`src/rtl/pong_pkg.sv`:
```
// Shared pong types and constants: paddle FSM states, playfield limits, HID keycodes.
// Latency: n/a (declarations only).
// Backpressure: n/a.
package pong_pkg;

    typedef enum logic {
        HOLD = 1'b0,
        PLAY = 1'b1
    } paddle_state_t;

    // Vertical playfield limits, shared with the ball block.
    localparam logic [9:0] PF_Y_MIN = 10'd20;
    localparam logic [9:0] PF_Y_MAX = 10'd461;

    // HID usage codes.
    localparam logic [7:0] KEY_W    = 8'd26;
    localparam logic [7:0] KEY_S    = 8'd22;
    localparam logic [7:0] KEY_UP   = 8'd82;
    localparam logic [7:0] KEY_DOWN = 8'd81;

    // Increment that sticks at 15.
    function automatic logic [3:0] sat15_inc(input logic [3:0] v);
        return (v == 4'd15) ? 4'd15 : v + 4'd1;
    endfunction

endpackage

```
`src/rtl/paddle_ctrl_if.sv`:
```
// Paddle controller bundle: player/ball-block inputs and paddle geometry outputs.
// Latency: n/a (wires only).
// Backpressure: none; outputs are level signals sampled every frame.
// Ports: keycode/serve/hit/BallY/ai_mode into the controller;
//        PaddleX/Y/L/W, moving, rally out of it.
interface paddle_ctrl_if;
    logic [7:0] keycode;
    logic       serve;
    logic       hit;
    logic [9:0] BallY;
    logic       ai_mode;
    logic [9:0] PaddleX;
    logic [9:0] PaddleY;
    logic [9:0] PaddleL;
    logic [9:0] PaddleW;
    logic       moving;
    logic [3:0] rally;

    // master: whoever drives keys and ball-block pulses (board glue / bench)
    modport master (
        output keycode, serve, hit, BallY, ai_mode,
        input  PaddleX, PaddleY, PaddleL, PaddleW, moving, rally
    );

    // slave: the paddle controller itself
    modport slave (
        input  keycode, serve, hit, BallY, ai_mode,
        output PaddleX, PaddleY, PaddleL, PaddleW, moving, rally
    );
endinterface

```
`src/rtl/paddle_vel_step.sv`:
```
// One frame of paddle velocity update: accelerate toward the request, else decay to 0.
// Latency: combinational.
// Backpressure: none.
// Ports: vel (current), up_req/dn_req (up wins if both), vmax (positive limit) -> vel_next.
module paddle_vel_step (
    input  logic signed [4:0] vel,
    input  logic              up_req,
    input  logic              dn_req,
    input  logic signed [4:0] vmax,
    output logic signed [4:0] vel_next
);

    always_comb begin
        vel_next = vel;
        if (up_req) begin
            if (vel <= -vmax) vel_next = -vmax;
            else              vel_next = vel - 5'sd1;
        end else if (dn_req) begin
            if (vel >= vmax)  vel_next = vmax;
            else              vel_next = vel + 5'sd1;
        end else if (vel > 5'sd0) begin
            vel_next = vel - 5'sd1;
        end else if (vel < 5'sd0) begin
            vel_next = vel + 5'sd1;
        end
    end

endmodule

```
`src/rtl/paddle_ctrl.sv`:
```
// Per-player paddle motion: keys (or ball tracking with PADDLE_AI_EN) -> accelerated, clamped Y; rally shrink.
// Latency: one frame from key/hit/serve to registered outputs.
// Backpressure: none; every posedge of frame_clk is a frame.
// Ports: frame_clk, Reset_n (sync, active low), pif (paddle_ctrl_if.slave).
// Build option: define PADDLE_AI_EN to let ai_mode=1 steer the paddle toward BallY.
module paddle_ctrl
    import pong_pkg::*;
#(
    parameter logic [9:0] X_POS        = 10'd40,
    parameter logic [9:0] W_HALF       = 10'd4,
    parameter logic [9:0] Y_CENTER     = 10'd240,
    parameter logic [9:0] L_INIT       = 10'd30,
    parameter logic [9:0] L_MIN        = 10'd12,
    parameter logic [9:0] L_STEP       = 10'd6,
    parameter int         SHRINK_EVERY = 4,
    parameter int         MAX_SPEED    = 6,
    parameter int         AI_MAX_SPEED = 4,
    parameter logic [9:0] DEADBAND     = 10'd4,
    parameter int         HOLD_FRAMES  = 60,
    parameter logic [7:0] UP_KEY       = KEY_W,
    parameter logic [7:0] DOWN_KEY     = KEY_S
) (
    input  logic          frame_clk,
    input  logic          Reset_n,
    paddle_ctrl_if.slave  pif
);

    localparam int HC_W = $clog2(HOLD_FRAMES + 1);

    paddle_state_t     state_q, state_d;
    logic [HC_W-1:0]   hold_cnt_q, hold_cnt_d;
    logic [9:0]        y_q, y_d;
    logic signed [4:0] vel_q, vel_d;
    logic [9:0]        l_q, l_d;
    logic [3:0]        rally_q, rally_d;

    logic              up_req, dn_req;
    logic signed [4:0] vmax;
    logic signed [4:0] vel_step;

    // Source of the accelerate requests: keyboard, or ball tracking when enabled.
    always_comb begin
        up_req = (pif.keycode == UP_KEY);
        dn_req = (pif.keycode == DOWN_KEY);
        vmax   = 5'(MAX_SPEED);
`ifdef PADDLE_AI_EN
        if (pif.ai_mode) begin
            // 11-bit compares so Y-DEADBAND cannot wrap near the top edge
            up_req = ({1'b0, pif.BallY} + {1'b0, DEADBAND}) < {1'b0, y_q};
            dn_req = {1'b0, pif.BallY} > ({1'b0, y_q} + {1'b0, DEADBAND});
            vmax   = 5'(AI_MAX_SPEED);
        end
`endif
    end

`ifndef PADDLE_AI_EN
    // ai_mode/BallY stay on the interface but drive nothing in this build.
    logic unused_ai;
    assign unused_ai = &{1'b0, pif.ai_mode, pif.BallY};
`endif

    paddle_vel_step u_vel_step (
        .vel      (vel_q),
        .up_req   (up_req),
        .dn_req   (dn_req),
        .vmax     (vmax),
        .vel_next (vel_step)
    );

    logic signed [10:0] y_sum, y_lo, y_hi;
    logic [3:0]         rally_inc;
    logic               shrink;

    always_comb begin
        state_d    = state_q;
        hold_cnt_d = hold_cnt_q;
        y_d        = y_q;
        vel_d      = vel_q;
        l_d        = l_q;
        rally_d    = rally_q;

        y_sum     = $signed({1'b0, y_q}) + $signed({{6{vel_step[4]}}, vel_step});
        y_lo      = $signed({1'b0, PF_Y_MIN + l_q});
        y_hi      = $signed({1'b0, PF_Y_MAX - l_q});
        rally_inc = sat15_inc(rally_q);
        shrink    = ((rally_inc % 4'(SHRINK_EVERY)) == 4'd0) &&
                    (rally_inc != 4'd0) && (rally_inc != 4'd15);

        if (pif.serve) begin
            // serve outranks everything, including a same-frame hit
            state_d    = HOLD;
            hold_cnt_d = HC_W'(HOLD_FRAMES);
            y_d        = Y_CENTER;
            vel_d      = '0;
            l_d        = L_INIT;
            rally_d    = '0;
        end else if (state_q == HOLD && hold_cnt_q != '0) begin
            hold_cnt_d = hold_cnt_q - HC_W'(1);
        end else begin
            // The frame that leaves HOLD (count already 0) is already a play
            // frame, so the first move lands HOLD_FRAMES+1 frames after serve.
            state_d = PLAY;
            if (y_sum < y_lo) begin
                y_d   = y_lo[9:0];
                vel_d = '0;
            end else if (y_sum > y_hi) begin
                y_d   = y_hi[9:0];
                vel_d = '0;
            end else begin
                y_d   = y_sum[9:0];
                vel_d = vel_step;
            end
            // Shrinking only widens the clamp window, so Y needs no fix-up.
            if (pif.hit) begin
                rally_d = rally_inc;
                if (shrink) l_d = (l_q >= L_MIN + L_STEP) ? l_q - L_STEP : L_MIN;
            end
        end
    end

    always_ff @(posedge frame_clk) begin
        if (!Reset_n) begin
            state_q    <= HOLD;
            hold_cnt_q <= HC_W'(HOLD_FRAMES);
            y_q        <= Y_CENTER;
            vel_q      <= '0;
            l_q        <= L_INIT;
            rally_q    <= '0;
        end else begin
            state_q    <= state_d;
            hold_cnt_q <= hold_cnt_d;
            y_q        <= y_d;
            vel_q      <= vel_d;
            l_q        <= l_d;
            rally_q    <= rally_d;
        end
    end

    assign pif.PaddleX = X_POS;
    assign pif.PaddleW = W_HALF;
    assign pif.PaddleY = y_q;
    assign pif.PaddleL = l_q;
    assign pif.moving  = (vel_q != 5'sd0);
    assign pif.rally   = rally_q;

endmodule

```
`src/flat_wrapper.sv`:
```
// flat-port wrapper written by rule: the top's interface ports become plain ports
module paddle_ctrl_flat import pong_pkg::*;
#(
    parameter logic [9:0] X_POS        = 10'd40,
    parameter logic [9:0] W_HALF       = 10'd4,
    parameter logic [9:0] Y_CENTER     = 10'd240,
    parameter logic [9:0] L_INIT       = 10'd30,
    parameter logic [9:0] L_MIN        = 10'd12,
    parameter logic [9:0] L_STEP       = 10'd6,
    parameter int         SHRINK_EVERY = 4,
    parameter int         MAX_SPEED    = 6,
    parameter int         AI_MAX_SPEED = 4,
    parameter logic [9:0] DEADBAND     = 10'd4,
    parameter int         HOLD_FRAMES  = 60,
    parameter logic [7:0] UP_KEY       = KEY_W,
    parameter logic [7:0] DOWN_KEY     = KEY_S
)
  (frame_clk, Reset_n, pif_keycode, pif_serve, pif_hit, pif_BallY, pif_ai_mode, pif_PaddleX, pif_PaddleY, pif_PaddleL, pif_PaddleW, pif_moving, pif_rally);
  paddle_ctrl_if pif_i ();
  input  logic frame_clk;
  input  logic Reset_n;
  input wire logic [$bits(pif_i.keycode)-1:0] pif_keycode;
  input wire logic [$bits(pif_i.serve)-1:0] pif_serve;
  input wire logic [$bits(pif_i.hit)-1:0] pif_hit;
  input wire logic [$bits(pif_i.BallY)-1:0] pif_BallY;
  input wire logic [$bits(pif_i.ai_mode)-1:0] pif_ai_mode;
  output wire logic [$bits(pif_i.PaddleX)-1:0] pif_PaddleX;
  output wire logic [$bits(pif_i.PaddleY)-1:0] pif_PaddleY;
  output wire logic [$bits(pif_i.PaddleL)-1:0] pif_PaddleL;
  output wire logic [$bits(pif_i.PaddleW)-1:0] pif_PaddleW;
  output wire logic [$bits(pif_i.moving)-1:0] pif_moving;
  output wire logic [$bits(pif_i.rally)-1:0] pif_rally;
  assign pif_i.keycode = pif_keycode;
  assign pif_i.serve = pif_serve;
  assign pif_i.hit = pif_hit;
  assign pif_i.BallY = pif_BallY;
  assign pif_i.ai_mode = pif_ai_mode;
  assign pif_PaddleX = pif_i.PaddleX;
  assign pif_PaddleY = pif_i.PaddleY;
  assign pif_PaddleL = pif_i.PaddleL;
  assign pif_PaddleW = pif_i.PaddleW;
  assign pif_moving = pif_i.moving;
  assign pif_rally = pif_i.rally;
  paddle_ctrl #(.X_POS(X_POS), .W_HALF(W_HALF), .Y_CENTER(Y_CENTER), .L_INIT(L_INIT), .L_MIN(L_MIN), .L_STEP(L_STEP), .SHRINK_EVERY(SHRINK_EVERY), .MAX_SPEED(MAX_SPEED), .AI_MAX_SPEED(AI_MAX_SPEED), .DEADBAND(DEADBAND), .HOLD_FRAMES(HOLD_FRAMES), .UP_KEY(UP_KEY), .DOWN_KEY(DOWN_KEY)) u_core (.frame_clk(frame_clk), .Reset_n(Reset_n), .pif(pif_i));
endmodule
```
`config.mk`:
```
export PLATFORM = sky130hd
export DESIGN_NAME = paddle_ctrl_flat
export DESIGN_NICKNAME = d
export VERILOG_FILES = /design/src/rtl/pong_pkg.sv /design/src/rtl/paddle_ctrl_if.sv /design/src/rtl/paddle_vel_step.sv /design/src/rtl/paddle_ctrl.sv /design/src/flat_wrapper.sv
export SDC_FILE = /design/constraint.sdc
export NUM_CORES = 1
export LEC_CHECK = 0
export CAP_MARGIN = 10
export CORE_MARGIN = 2
export CORE_UTILIZATION = 30
export DETAILED_ROUTE_END_ITERATION = 8
export SKIP_CTS_REPAIR_TIMING = 1
export SLEW_MARGIN = 40
export SYNTH_ARGS = -nofsm -noshare
export SYNTH_HDL_FRONTEND = slang
export SYNTH_SLANG_ARGS = --single-unit
```
`constraint.sdc`:
```
create_clock -name frame_clk -period 5.32 [get_ports frame_clk]
set_input_delay 0.798 -clock frame_clk [delete_from_list [all_inputs] [get_ports frame_clk]]
set_output_delay 0.798 -clock frame_clk [all_outputs]
set_load 0.005 [all_outputs]
```
==> out/metrics.cfg, run 1 <==
[status]
status=finished clean

[final_layout]
final_cell_mix=buf_4 (63), ha_1 (37), dfxtp_1 (35)
num_antenna_cells=0
syn_to_final_growth_pct=33.9
nets=584
final_common_cell=buf_4
drive_gt1_share_pct=22.8
postLayoutCoreUtil_pct=41.3

[sta]
slew_violations=0
worstMarginPinSlew_ns=0.696
hold_violations=0
clock_skew_ns=0.00699
max_freq_mhz=195
period_share_pct=96.3
slew_headroom_pct=53.6
fin_crit_ns=5.12
setup_viol=0

[placed_design]
io_buffers=35
gp_congestion=0.890
dp_hpwl_um=7020

[pwr]
max-vdd-ir-drop_mv=0.0968
p_per_area_nw_per_um2=116
power_w=0.000522
leakagePower_nw=1.96

[clocking]
cts_tree=yes
clk_pin_slew_ns=0.08
clk_path_buf_depth=2
cts_max_level=2
clock-sinks=35
insertion_delay_ns=0.30
cts_buffers=5
cts_root_buf=clkbuf_8

[floorplan]
coreArea_um2=10900
dieArea_um2=12100
die_y_um=110
rows=38
die_width_um=110
ioPinCount=68
start_util_pct=30.9

[worst_hold_path]
min-delay-start=u_core.vel_q[4]$_SDFFE_PP0N_
hold_depth=2
hp-class=flip-flop to flip-flop
hold_end=u_core.vel_q[4]$_SDFFE_PP0N_

[global_routing]
antenna_found_initial=0
grt_start_max_net_pins=15
use_met2_pct=26.1
grt_pass1_wl_um=14200
grt_overflow_total=0
top_usage_layer=met2
gr-usage-all-layers_pct=14.8
grt_util_met1_pct=18.9
grt_pass1_vias=3103
use_met3_pct=1.84

[synth]
netlist_instances=431
synthesis.area_um2=3360
synth_cell_types=68
ys_async_sr_fraction_pct=0
ys_warn_count=0
synth_seq_area_share_pct=20.9
synthFlopType=dfxtp_1
synth_area_per_cell_um2=7.79
ys_seq_elements=35
synth_edf_count=0

[setup_path]
cp.required_ns=5.51
cp_data_arrival_time_ns=5.31
worstRegToRegCells=24
cp-end-kind=flip-flop
path_max_fanout=5
r2r_slack_ns=0.36
setup.worst_path.class=input port to flip-flop
critPathLaunchType=input port
r2r-end=u_core.pif.PaddleY[1]$_SDFFE_PP0N_
crit-reg2reg-launch=u_core.vel_q[1]$_SDFFE_PP0N_

[routing]
via_per_inst=5.10
ant_nets=0
drcViolationCount=0
first_pass_iters=4
post_drt_wl_per_cell_um=14.2
drt_iter0_drc=121
routed_wl_um=9380
vias=3378

[run]
cap_violations=0

-- worst max-delay path by stage --
stage,depth (start not counted),from,end,slack (ns)
2_1_floorplan,21,pif_keycode[5],u_core.pif.PaddleY[4]$_SDFFE_PP1N_,0.37
3_3_place_gp,23,pif_keycode[5],u_core.pif.PaddleY[1]$_SDFFE_PP0N_,-0.45
3_5_place_dp,23,pif_keycode[5],u_core.pif.PaddleY[1]$_SDFFE_PP0N_,-0.54
4_1_cts,23,pif_keycode[5],u_core.pif.PaddleY[1]$_SDFFE_PP0N_,-0.26
5_1_grt,23,pif_keycode[1],u_core.pif.PaddleY[1]$_SDFFE_PP0N_,-0.06
6_report,25,pif_keycode[3],u_core.pif.PaddleY[1]$_SDFFE_PP0N_,0.20
-- layer usage --
layer  up-vias  wire length [um]
met5         -                 0
met3        16               297
met4         0               153
li1       1702                 -
met2        80              4570
met1      1580              4360
-- area by class of cell --
cell class	count	area (um^2)
clock inverter	3	20.0
tap	140	175
sequential	35	701
inverter	28	105
fill	1097	6390
timing repair buffer	100	856
clock buffer	5	68.8
multi-input combinational	351	2570
-- synthesized netlist by cell type, types with 4 or more instances --
master	instances	share of area [%]
ha_1	39	15
nand4_1	6	1.1
mux2i_1	5	1.5
inv_1	28	3.1
o211ai_1	12	2.7
nand3_1	13	1.9
a211oi_1	9	2.0
clkbuf_1	12	1.3
nand2_1	34	3.8
xor2_1	14	3.6
buf_4	21	4.7
nor2_1	28	3.1
dfxtp_1	35	21
a21oi_1	31	4.6
nor3_1	16	2.4
o21ai_0	24	3.6
xnor2_1	19	5.0
nand2b_1	4	0.74
nor2b_1	6	1.1
-- kinds of logic (layout without fill, tap and decap cells) --
| kind of cell | after synthesis | in the layout | share of synthesized area, % |
|---|---|---|---|
| xor gates and xnor gates | 33 | 33 | 8.60 |
| buffers and inverters | 64 | 136 | 9.61 |
| and+or+nand+nor | 136 | 136 | 21.2 |
| muxes | 5 | 5 | 1.49 |
| adders and majority gates | 40 | 40 | 15.1 |
| other | 2 | 21 | 0.224 |
| AOI/OAI and AO/OA | 116 | 116 | 22.9 |
| DFF | 35 | 35 | 20.9 |
-- state kept, by name, summed over array words and instances, names as in the netlist --
| signal | count |
|---|---|
| u_core.pif.PaddleL | 9 |
| u_core.vel_q | 5 |
| u_core.pif.PaddleY | 10 |
| u_core.state_q | 1 |
| u_core.pif.rally | 4 |
| u_core.hold_cnt_q | 6 |
-- power breakdown --
group | switching (W) | total (W) | internal, W
clock | 0.000114 | 0.000205 | 0.0000912
combinational | 0.0000278 | 0.0000517 | 0.0000239
sequential | 0.00000156 | 0.000265 | 0.000263
-- per-stage QoR --
| stage | std cells | hold WS (ns) | TNS, ns | setup slack, ns | instance area, um^2 |
|---|---|---|---|---|---|
| floorplan | 450 | 0.466 | 0 | 0.365 | 3430 |
| global placement | 644 | 0.480 | -5.72 | -0.446 | 4150 |
| detailed placement | 644 | 0.485 | -6.69 | -0.537 | 4160 |
| CTS | 652 | 0.498 | -2.61 | -0.257 | 4240 |
| finish | 662 | 0.495 | 0 | 0.199 | 4500 |
| global route | 662 | 0.528 | -0.0920 | -0.0566 | 4500 |
-- worst max-delay path, stage by stage --
cell	delay (ns)
clkdlybuf4s50_1	0.56
nor3b_2	0.08
nand2_2	0.08
buf_4	0.12
nor2_2	0.04
a22oi_2	0.16
o211ai_1	0.14
o21ai_2	0.12
ha_2	0.21
inv_1	0.06
fa_2	0.35
nand3b_1	0.18
a31oi_1	0.15
buf_4	0.16
nor2_2	0.05
xnor2_2	0.24
inv_2	0.09
ha_4	0.27
nand4_1	0.13
nor2_2	0.17
a221oi_2	0.11
or4_4	0.55
a21oi_4	0.21
mux2i_1	0.20
o21ai_1	0.08
Note: power is estimated with default switching activity, not from simulation.
==> inputs of run 2 (changes only) <==
--- a/config.mk
+++ b/config.mk
@@ -6,9 +6,13 @@
 export NUM_CORES = 1
 export LEC_CHECK = 0
 export CAP_MARGIN = 10
+export CELL_PAD_IN_SITES_DETAIL_PLACEMENT = 0
+export CELL_PAD_IN_SITES_GLOBAL_PLACEMENT = 1
 export CORE_MARGIN = 2
 export CORE_UTILIZATION = 30
 export DETAILED_ROUTE_END_ITERATION = 8
+export PLACE_DENSITY_LB_ADDON = 0.1
+export SETUP_SLACK_MARGIN = 0.2
 export SKIP_CTS_REPAIR_TIMING = 1
 export SLEW_MARGIN = 40
 export SYNTH_ARGS = -nofsm -noshare
==> run 2 against run 1 <==
  * Clock-buffer cell count is 1 higher
  * Largest power group unchanged
  * Combinational power is 6.8% higher
  * Largest cell class unchanged
  * Clock skew is 0.0053 ns higher
  * Cell area is 2.5% higher
  * Critical path type is now flip-flop to flip-flop
==> out/metrics.cfg, run 2 (synthesized netlist as in run 1, its figures left out) <==
[pwr]
max-vdd-ir-drop_mv=0.0857  ; -11%
leakagePower_nw=1.98  ; +1.1%
p_per_area_nw_per_um2=113  ; -2.9%

[sta]
slew_violations=0  ; unchanged
period_share_pct=92.7  ; -3.5 points
setup_viol=0  ; unchanged
max_freq_mhz=203  ; +3.8%
hold_violations=0  ; unchanged
fin_crit_ns=4.93  ; -0.188 ns
worstMarginPinSlew_ns=0.689  ; -0.00714 ns
slew_headroom_pct=54.0  ; +0.38 points
fin_tns_setup_ns=0  ; unchanged
rsz0062_at_grt=false
clock_skew_ns=0.0123  ; +0.00529 ns
layout_setup_ws_ns=0.386  ; +0.188 ns

[global_routing]
grt_overflow_total=0  ; unchanged
gr-usage-all-layers_pct=15.8  ; +0.96 points
grt_pass1_vias=3103  ; unchanged
grt_pass1_wl_um=15100  ; +5.9%
grt_start_max_net_pins=14  ; -1
antenna_found_initial=0  ; unchanged

[floorplan]
die_width_um=110  ; unchanged
dieArea_um2=12100  ; unchanged
coreArea_um2=10900  ; unchanged
rows=38  ; unchanged
die_y_um=110  ; unchanged
ioPinCount=68  ; unchanged
start_util_pct=30.9  ; unchanged

[final_layout]
drive_gt1_share_pct=24.6  ; +1.8 points
syn_to_final_growth_pct=37.2
postLayoutCoreUtil_pct=42.3  ; +1.0 points
largest_reg_flops=10  ; unchanged
nets=583  ; -0.17%
final_common_cell=buf_4
final_cell_mix=buf_4 (60), dfxtp_1 (35), nand2_1 (33)
num_antenna_cells=0  ; unchanged
finalNonFillerCells=661  ; -0.15%

[routing]
routed_wl_um=9680  ; +3.2%
first_pass_iters=4  ; unchanged
drt_iter0_drc=72  ; -40%
ant_nets=0  ; unchanged
via_per_inst=4.99  ; -2.3%
vias=3297  ; -2.4%
drcViolationCount=0  ; unchanged
post_drt_wl_per_cell_um=14.6  ; +3.3%

[setup_path]
critPathLaunchType=flip-flop
worstRegToRegCells=24  ; unchanged
setup.worst_path.class=flip-flop to flip-flop
cp.required_ns=5.52  ; about the same
cp-end-kind=flip-flop
path_max_fanout=7  ; +2
cp_data_arrival_time_ns=5.13  ; -0.18 ns

[clocking]
insertion_delay_ns=0.30  ; about the same
cts_max_level=2  ; unchanged
clk_pin_slew_ns=0.08  ; about the same
cts_root_buf=clkbuf_8
cts_buffers=5  ; unchanged
cts_tree=yes
clk_path_buf_depth=2  ; unchanged
clock-sinks=35  ; unchanged

[worst_hold_path]
hp-class=flip-flop to flip-flop
hold_depth=2  ; unchanged

[placed_design]
dp_hpwl_um=7520  ; +7.1%
gp_congestion=0.830  ; -6.7%
dpl.cell_count=646  ; +0.31%
io_buffers=35  ; unchanged
pre_cts_ws_ns=-0.565  ; -0.0275 ns

[run]
cap_violations=0  ; unchanged

[status]
status=finished clean

==> run 2: cell types whose count changed in the layout (fill, tap and decap cells not counted), sizes merged <==
cell | previous run | this run
clkinvlp | 2 | 1
clkdlybuf4s50 | 31 | 28
clkbuf | 5 | 6
dlymetal6s2s | 4 | 7
buf | 65 | 64
==> run 2: stage by stage <==
| stage | instance area [um^2] | power (W) | hold slack, ns |
|---|---|---|---|
| final | 4610 | 0.000520 | 0.506 |
| after global routing | 4610 | 0.000542 | 0.531 |
| after global placement | 4180 | 0.000319 | 0.485 |
| after CTS | 4270 | 0.000522 | 0.511 |
| after detailed placement | 4180 | 0.000320 | 0.491 |
| after floorplan | 3430 | 0.000306 | 0.466 |
==> run 2: layer usage <==
metal  part of all wire, %  wire (um)  global-route usage, %  vias up
met4                   1.3        123                   3.80        0
li1                      -          -                      -     1700
met3                   3.7        361                   2.19       11
met5                     0          0                      0        -
met2                    47       4550                   26.1       56
met1                    48       4650                   21.6     1530
==> run 2: area by class of cell <==
cell class	count	area, um^2
fill	1153	6280
multi-input combinational	351	2670
timing repair buffer	99	872
sequential	35	701
tap	140	175
inverter	28	105
clock buffer	6	72.6
clock inverter	2	12.5
==> run 2: final timing paths <==
path / start / to / slack [ns]
max: u_core.vel_q[0]$_SDFFE_PP0N_ / u_core.pif.PaddleY[5]$_SDFFE_PP1N_ / 0.39
min: u_core.pif.PaddleY[1]$_SDFFE_PP0N_ / u_core.pif.PaddleY[1]$_SDFFE_PP0N_ / 0.51
max reg2reg: u_core.vel_q[0]$_SDFFE_PP0N_ / u_core.pif.PaddleY[5]$_SDFFE_PP1N_ / 0.39
min reg2reg: u_core.pif.PaddleY[1]$_SDFFE_PP0N_ / u_core.pif.PaddleY[1]$_SDFFE_PP0N_ / 0.51
==> run 2: power by group <==
group / switching (W) / leakage, nW / internal, W
clock: 0.000108 / 0.0412 / 0.0000917
combinational: 0.0000291 / 1.66 / 0.0000262
sequential: 0.00000162 / 0.283 / 0.000264
total: 0.000138 / 1.98 / 0.000381
==> run 2: worst max-delay path, cell delays in order (launching register included) <==
cell	delay (ns)
dfxtp_1	0.31
inv_1	0.08
ha_2	0.20
or3b_2	0.47
nand2b_1	0.21
o21ai_1	0.13
o211ai_1	0.13
o21ai_2	0.11
ha_2	0.22
inv_2	0.04
fa_2	0.36
nand3b_1	0.19
a31oi_1	0.16
buf_4	0.17
nor2_4	0.04
xnor2_2	0.22
inv_2	0.10
buf_6	0.13
ha_4	0.25
nand4_1	0.09
a211o_1	0.32
a31oi_4	0.32
mux2i_1	0.28
mux2i_2	0.11
a21bo_1	0.18
